**src/rtl/conv_pkg.sv**
```systemverilog
// rtl/conv_pkg.sv - shared sizes, state encoding and result type for the convolution sequencer
package conv_pkg;
  localparam int N     = 128;
  localparam int M     = 32;
  localparam int LOGN  = 7;
  localparam int LOGM  = 5;
  localparam int NUM_Y = N - M + 1;

  typedef enum logic [2:0] {LOAD, ISSUE, CAPT, PIPE, VALID} seq_state_t;

  typedef logic signed [20:0] conv_result_t;
endpackage

```
**src/rtl/load_counter.sv**
```systemverilog
// rtl/load_counter.sv - per-stream fill counter: ready, write strobe and write address
module load_counter #(
  parameter int DEPTH = 128,
  parameter int AW    = 7
) (
  input  logic          clk,
  input  logic          reset,
  input  logic          enable,
  input  logic          clear,
  input  logic          s_valid,
  output logic          s_ready,
  output logic          wr_en,
  output logic [AW-1:0] wr_addr,
  output logic          full_next
);
  localparam logic [AW:0] FULL = (AW+1)'(DEPTH);
  localparam logic [AW:0] LAST = (AW+1)'(DEPTH - 1);

  // One bit wider than the address so the count can hold DEPTH itself.
  logic [AW:0] cnt;

  assign s_ready   = enable && !reset && (cnt < FULL);
  assign wr_en     = s_valid && s_ready;
  assign wr_addr   = cnt[AW-1:0];
  assign full_next = (cnt == FULL) || (wr_en && (cnt == LAST));

  always_ff @(posedge clk) begin
    if (reset || clear) begin
      cnt <= '0;
    end else if (wr_en) begin
      cnt <= cnt + (AW+1)'(1);
    end
  end
endmodule

```
**src/rtl/conv_sequencer.sv**
```systemverilog
// rtl/conv_sequencer.sv - frame load, window stepping and result handshake for the convolution datapath
// Option CONV_SEQ_PIPE_EN inserts a PIPE state after CAPT for a registered adder tree.
module conv_sequencer
  import conv_pkg::*;
(
  input  logic            clk,
  input  logic            reset,
  input  logic            s_valid_x,
  output logic            s_ready_x,
  input  logic            s_valid_f,
  output logic            s_ready_f,
  output logic            x_wr_en,
  output logic [LOGN-1:0] x_wr_addr,
  output logic            f_wr_en,
  output logic [LOGM-1:0] f_wr_addr,
  output logic            rd_en,
  output logic [LOGN-1:0] rd_addr_x,
  output logic            acc_clr,
  output logic            acc_ld,
  output logic            m_valid_y,
  input  logic            m_ready_y,
  output logic [LOGN-1:0] y_idx,
  output logic            frame_done,
  output logic            busy
);
  localparam logic [LOGN-1:0] LAST_WIN = LOGN'(NUM_Y - 1);

  seq_state_t      state, state_n;
  logic [LOGN-1:0] win;
  logic            in_load, x_full_next, f_full_next, load_done;
  logic            y_accept, last_accept, frame_done_q;

  assign in_load     = (state == LOAD);
  assign y_accept    = (state == VALID) && m_ready_y && !reset;
  assign last_accept = y_accept && (win == LAST_WIN);
  // Leave LOAD in the same cycle as the handshake that completes both buffers.
  assign load_done   = in_load && x_full_next && f_full_next && !reset;

  load_counter #(.DEPTH(N), .AW(LOGN)) u_x_cnt (
    .clk       (clk),
    .reset     (reset),
    .enable    (in_load),
    .clear     (last_accept),
    .s_valid   (s_valid_x),
    .s_ready   (s_ready_x),
    .wr_en     (x_wr_en),
    .wr_addr   (x_wr_addr),
    .full_next (x_full_next)
  );

  load_counter #(.DEPTH(M), .AW(LOGM)) u_f_cnt (
    .clk       (clk),
    .reset     (reset),
    .enable    (in_load),
    .clear     (last_accept),
    .s_valid   (s_valid_f),
    .s_ready   (s_ready_f),
    .wr_en     (f_wr_en),
    .wr_addr   (f_wr_addr),
    .full_next (f_full_next)
  );

  always_comb begin
    state_n   = state;
    rd_en     = 1'b0;
    acc_ld    = 1'b0;
    m_valid_y = 1'b0;
    case (state)
      LOAD:  if (load_done) state_n = ISSUE;
      ISSUE: begin
        rd_en   = 1'b1;
        state_n = CAPT;
      end
      CAPT: begin
        acc_ld = 1'b1;
`ifdef CONV_SEQ_PIPE_EN
        state_n = PIPE;
`else
        state_n = VALID;
`endif
      end
`ifdef CONV_SEQ_PIPE_EN
      PIPE:  state_n = VALID;
`endif
      VALID: begin
        m_valid_y = 1'b1;
        if (m_ready_y) state_n = (win == LAST_WIN) ? LOAD : ISSUE;
      end
      default: state_n = LOAD;
    endcase
    // Reset is synchronous, so the old state is still registered; mask its strobes.
    if (reset) begin
      rd_en     = 1'b0;
      acc_ld    = 1'b0;
      m_valid_y = 1'b0;
    end
  end

  always_ff @(posedge clk) begin
    if (reset) begin
      state        <= LOAD;
      win          <= '0;
      frame_done_q <= 1'b0;
    end else begin
      state        <= state_n;
      frame_done_q <= last_accept;
      if (y_accept) win <= (win == LAST_WIN) ? '0 : win + LOGN'(1);
    end
  end

  assign rd_addr_x  = win;
  assign y_idx      = win;
  assign acc_clr    = reset || load_done;
  assign frame_done = frame_done_q;
  assign busy       = !reset && !in_load;
endmodule
```
**config.mk**
```make
export PLATFORM = sky130hd
export DESIGN_NAME = conv_sequencer
export DESIGN_NICKNAME = d
export VERILOG_FILES = /design/src/rtl/conv_pkg.sv /design/src/rtl/load_counter.sv /design/src/rtl/conv_sequencer.sv
export SDC_FILE = /design/constraint.sdc
export NUM_CORES = 1
export LEC_CHECK = 0
export ABC_CLOCK_PERIOD_IN_PS = 2100
export BUFFER_PORTS_ARGS = -buffer_cell sky130_fd_sc_hd__buf_2
export CAP_MARGIN = 0
export CORE_MARGIN = 4
export CORE_UTILIZATION = 36
export CTS_BUF_LIST = sky130_fd_sc_hd__clkbuf_2
export DETAILED_ROUTE_END_ITERATION = 6
export GPL_TIMING_DRIVEN = 0
export HOLD_SLACK_MARGIN = 0.12
export PLACE_DENSITY_LB_ADDON = 0.25
export SYNTH_ARGS = -nofsm -noshare
export SYNTH_HDL_FRONTEND = slang
export SYNTH_SLANG_ARGS = --single-unit
```
**constraint.sdc**
```tcl
create_clock -name clk -period 2.1 [get_ports clk]
set_input_delay 0.42 -clock clk [delete_from_list [all_inputs] [get_ports clk]]
set_output_delay 0.42 -clock clk [all_outputs]
set_load 0.05 [all_outputs]
```
# Word level (Yosys, flattened, before mapping)
# Index checks and enable logic that the tools add are counted.
# classes
add_sub_neg,3
order_cmp,2
n_eq_ne,10
n_mux,11
reduce_logical,22
# op_table
op,count
1-bit logical AND,14
3-bit case mux with 4 select lines,1
8-bit by 1-bit adder with 8-bit output (second input constant),1
8-bit by 7-bit == test with 1-bit output (second input constant),1
8-bit == test (second input constant),1
8-bit < comparator (second input constant),1
7-bit by 1-bit adder with 7-bit output (second input constant),1
7-bit == test (second input constant),1
1-bit 2-to-1 mux,7
7-bit 2-to-1 mux,1
6-bit by 1-bit adder with 6-bit output (second input constant),1
6-bit by 5-bit == test with 1-bit output (second input constant),1
6-bit == test (second input constant),1
6-bit < comparator (second input constant),1
3-bit 2-to-1 mux,2
1-bit logical OR,4
3-bit by 1-bit == test with 1-bit output (second input constant),1
3-bit by 2-bit == test with 1-bit output (second input constant),1
3-bit == test (second input constant),1
3-bit logical NOT,1
1-bit logical NOT,2
2-bit by 1-bit inequality test with 1-bit output (second input constant),1
2-bit inequality test (second input constant),1
2-bit AND reduction,1
# totals
ff_bits,25
out_inout_bits,36
wordCells,53

# Logic depth before layout (Yosys ltp)
# depth
ltp_word,11
mapped_depth,6
depth_no_buf,6

# Modules after synthesis
# Synthesis repeated with hierarchy kept, for this count alone.
# unflattened
hier_cells,183
hier_area_um2,1495.2
# modules_own_cells
module,n_inst,cells_each,area_each_um2
conv_sequencer,1,79,655.6
load_counter at u_x_cnt,1,59,483.0
load_counter at u_f_cnt,1,45,356.6

# Worst setup path after synthesis
# OpenSTA, ideal clock, no wires.
# synth_path
kind,input-to-reg
start,input port reset
end,register win[2] (netlist: rd_addr_x[2])
setup_ns,0.117
t_arrival_ns,2.561
path_slack_ns,-0.578
path_stages,6
n_path_buf,2
path_cell_list,clkbuf_1 > nor4b_2 > nand2_1 > o21bai_1 > buf_2 > nor2_1
# synth_via
elab_chain_cells,2
# synth_lines
item,line,rtl
"start, declared",conv_sequencer.sv:7,"input logic reset,"
1-bit logical NOT,conv_sequencer.sv:34,assign y_accept = (state == VALID) && m_ready_y && !reset;
1-bit logical AND,conv_sequencer.sv:34,
"end signal, assigned",conv_sequencer.sv:107,if (y_accept) win <= (win == LAST_WIN) ? '0 : win + LOGN'(1);
"end, declared",conv_sequencer.sv:29,logic [LOGN-1:0] win;
# Parallel ways exist; a longest one is shown, timed or not.
# A chain may end at the register's enable or synchronous reset.

# Final worst setup path
# layout_path
start,register state[2]
end,output port acc_clr
# layout_via
elab_chain_cells,10
# layout_lines
item,line,rtl
"start, declared",conv_sequencer.sv:28,"seq_state_t state, state_n;"
"start signal, assigned",conv_sequencer.sv:105,state <= state_n;
3-bit logical NOT *,conv_sequencer.sv:33,assign in_load = (state == LOAD);
1-bit logical AND (2 in a row),load_counter.sv:22,assign s_ready = enable && !reset && (cnt < FULL);
1-bit logical AND,load_counter.sv:23,assign wr_en = s_valid && s_ready;
1-bit logical AND,load_counter.sv:25,assign full_next = (cnt == FULL) || (wr_en && (cnt == LAST));
1-bit logical OR,load_counter.sv:25,
1-bit logical AND,conv_sequencer.sv:37,assign load_done = in_load && x_full_next && f_full_next && !reset;
1-bit logical AND * (2 in a row),conv_sequencer.sv:37,
1-bit logical OR *,conv_sequencer.sv:113,assign acc_clr = reset || load_done;
"end, declared",conv_sequencer.sv:18,"output logic acc_clr,"
# Every way passes the cells marked *; elsewhere a longest branch is shown, timed or not.

==> impl_metrics.toml <==
[outcome]
outcome = "complete, but fails checks"
violations = "setup timing"

[setup_path]
cpMaxStageDelayCell = "or4_4"
r2r-start = "state[2]"
cp-start-kind = "register"
critPathCaptureType = "output port"
worstPathRequired_ps = 1680
ff2ff_setup_slack_ps = 80
arrival_ps = 2190
path_cells = "or4_4 -> or4_4 -> a22oi_2 -> a21o_2 -> buf_8"
cp_max_fo = 4
path_common_cell = "or4_4"
r2r_end = "u_f_cnt.cnt[3]"
reg2regPathDepth = 8
cpPeakStageDelay_ps = 550
crit_type = "reg -> out"

[layout]
design_area_um2 = 1840
final-instance-count-excl-fill = 264
fin_nets = 228
syn2layout_area_growth_pct = 28.6
final_cell_mix = "36 x buf_2, 26 x buf_4, 23 x dfxtp_1"
drive_gt1_frac = 0.394
fillCellCount = 407
diodes = 0
utilization = 0.491
layout_commonest_cell = "buf_2"

[logic_synthesis]
synth_xor_area_frac = 0.0919
synth_cell_types = 34
synthCells = 169
synth_top_family_by_area = "simple AND/OR/NAND/NOR gates"
synth_fp_nets = 180
yosysSeqAreaShare = 0.350
postSynthAreaPerCell_um2 = 8.46
synth_top_cells_by_area = "dfxtp_1 35%, buf_4 10%, xor2_1 6.1%"
ys_seq_elements = 25
synthMuxAreaShare = 0.00700
synth.cell_area_um2 = 1430
synth-simple-area-share = 0.291
yosysTopAreaCell = "dfxtp_1"
yosys_warnings = 0
synth_fa_ha_area_frac = 0.0525
synth_compound_area_frac = 0.0516
synth_top_area_share = 0.350

[global_route]
grt_usage = 0.130
grt_pass1_vias = 1147
globalRoute.totalOverflow = 0
grt_max_degree = 14
grt_pass1_wl_um = 5420
antenna_found_initial = 0

[routing]
wirelength_um = 3160
ant_nets = 0
met3_length_um = 138
dr.pass1.iters = 4
wirelength_met1_um = 1580
wl_per_cell_um = 12.0
routed.top_layer = "met4"
drc = 0
dr_wl_met2_um = 1380
drt_iter0_drc = 53
vias_per_cell = 4.65
route.vias.total = 1227

[sta]
setup_viol = 5
grt_setup_unrepaired = "yes"
min_period_ps = 2610
max_freq_ghz = 0.383
hold_viol = 0
relSlewSlack = 0.730
period_share = 1.24
tightest_slew_ps = 404
skew_ps = 8.33
hold_ws_ps = 386
final.setup.tns_ps = -1500
setup_ws_ps = -513
drv_slew = 0

[clock_tree]
htreeDepth = 1
cts.path.max_buffers = 2
tritoncts = "done"
clk_pin_slew_worst_paths_ps = 220
ctsRootBufferMaster = "clkbuf_2"
worstSkewPairLatency_ps = 330
clock-sinks = 25
cts_hold_buf = 0
numCtsBuffers = 3

[place]
port_buffers = 39
placed_cells = 256
hpwl_um = 2260
place_area_um2 = 1720
gp_congestion = 0.776
post-place-ws_ps = -470

[power]
p_int_mw = 0.581
p_seq_frac = 0.604
power_density_nw_per_um2 = 438
swShare = 0.278
cellLeakagePower_nw = 0.872
fin_total_pwr_mw = 0.805
ir_drop_v = 0.000293
power_frac_comb = 0.164
p_sw_mw = 0.224
pwr-share-clk = 0.232

[die]
initial_core_util = 0.382
ioPinCount = 41
rows = 22
die_w_um = 71.0
dieArea_um2 = 5050
dieHeight_um = 71.0
core_um2 = 3740

[job]
timing.max_cap.violations = 0

[hold_path]
hp-class = "in -> reg"
hold_depth = 3
min_delay_worst_endpoint = "u_f_cnt.cnt[1]"
min_from = "s_valid_f"
## cells by family (layout without fill, tap and decap cells)
| group | Yosys count | in the layout |
|---|---|---|
| AND/OR/NAND/NOR | 75 | 75 |
| buffers and inverters | 37 | 84 |
| flip-flops | 25 | 25 |
| XOR/XNOR | 15 | 15 |
| AO/OA/AOI/OAI | 10 | 10 |
| adder cells (fa/ha/maj) | 6 | 6 |
| multiplexers | 1 | 1 |
## worst max-delay path: cells and delay by family (launching register included)
kind                   cells  cell delay [ps]
buffers and inverters      1              140
AOI/OAI and AO/OA          2              350
and+or+nand+nor            2              980
DFF                        1              410
## final cells by class
cell class / count / area, um^2 / share of cell area
buffer: 24 / 194 / 0.105
clock buffer: 4 / 20.0 / 0.0109
inverter: 10 / 37.5 / 0.0204
multi-input combinational: 107 / 741 / 0.403
sequential: 25 / 505 / 0.275
tap: 48 / 60.1 / 0.0327
timing repair buffer: 46 / 282 / 0.153
## cells in the mapped netlist, drive strengths merged
cell type / number
dfxtp: 25
buf: 24
nor2: 23
nand3: 12
inv: 10
xor2: 10
nand2: 8
nand4: 7
nor4b: 7
ha: 6
xnor2: 5
a21oi: 3
and2: 3
clkbuf: 3
nor3: 3
and3: 2
and4: 2
nor4: 2
or4: 2
a21o: 1
a22oi: 1
a31oi: 1
a32o: 1
a41oi: 1
and4b: 1
mux2i: 1
nand3b: 1
nor2b: 1
o21ai: 1
o21bai: 1
or3: 1
## what timing repair did
item                       CTS  global route
cloned                       0             0
pin swaps                    4             1
gates resized for setup     15             6
setup endpoints to repair    6             5
setup buffers                4             3
## power groups by stage
stage	registers, mW	logic (mW)	clock network [mW]
final	0.486	0.132	0.187
after global routing	0.487	0.144	0.213
after global placement	0.496	0.114	0
after detailed placement	0.496	0.115	0
after floorplan	0.494	0.0891	0
after CTS	0.486	0.125	0.197
## per-layer routing
layer | track usage | vias up
met5 | 0 | -
met4 | 0.0522 | 0
met3 | 0.0199 | 4
met2 | 0.191 | 23
met1 | 0.190 | 549
li1 | - | 651
## how the worst max path moves through the flow
stage / from / end / slack [ps] / cells after the start
3_5_place_dp: reset / acc_clr / -470 / 6
4_1_cts: state[2] / acc_clr / -540 / 5
6_report: state[2] / acc_clr / -510 / 5
2_1_floorplan: reset / acc_ld / -500 / 2
3_3_place_gp: reset / acc_clr / -470 / 6
5_1_grt: state[2] / acc_clr / -610 / 5
## registers in the layout, indices dropped and copies added (netlist names)
name	count
u_f_cnt.cnt	6
rd_addr_x	7
u_x_cnt.cnt	8
state	3
frame_done	1
(Power assumes the default switching activity.)
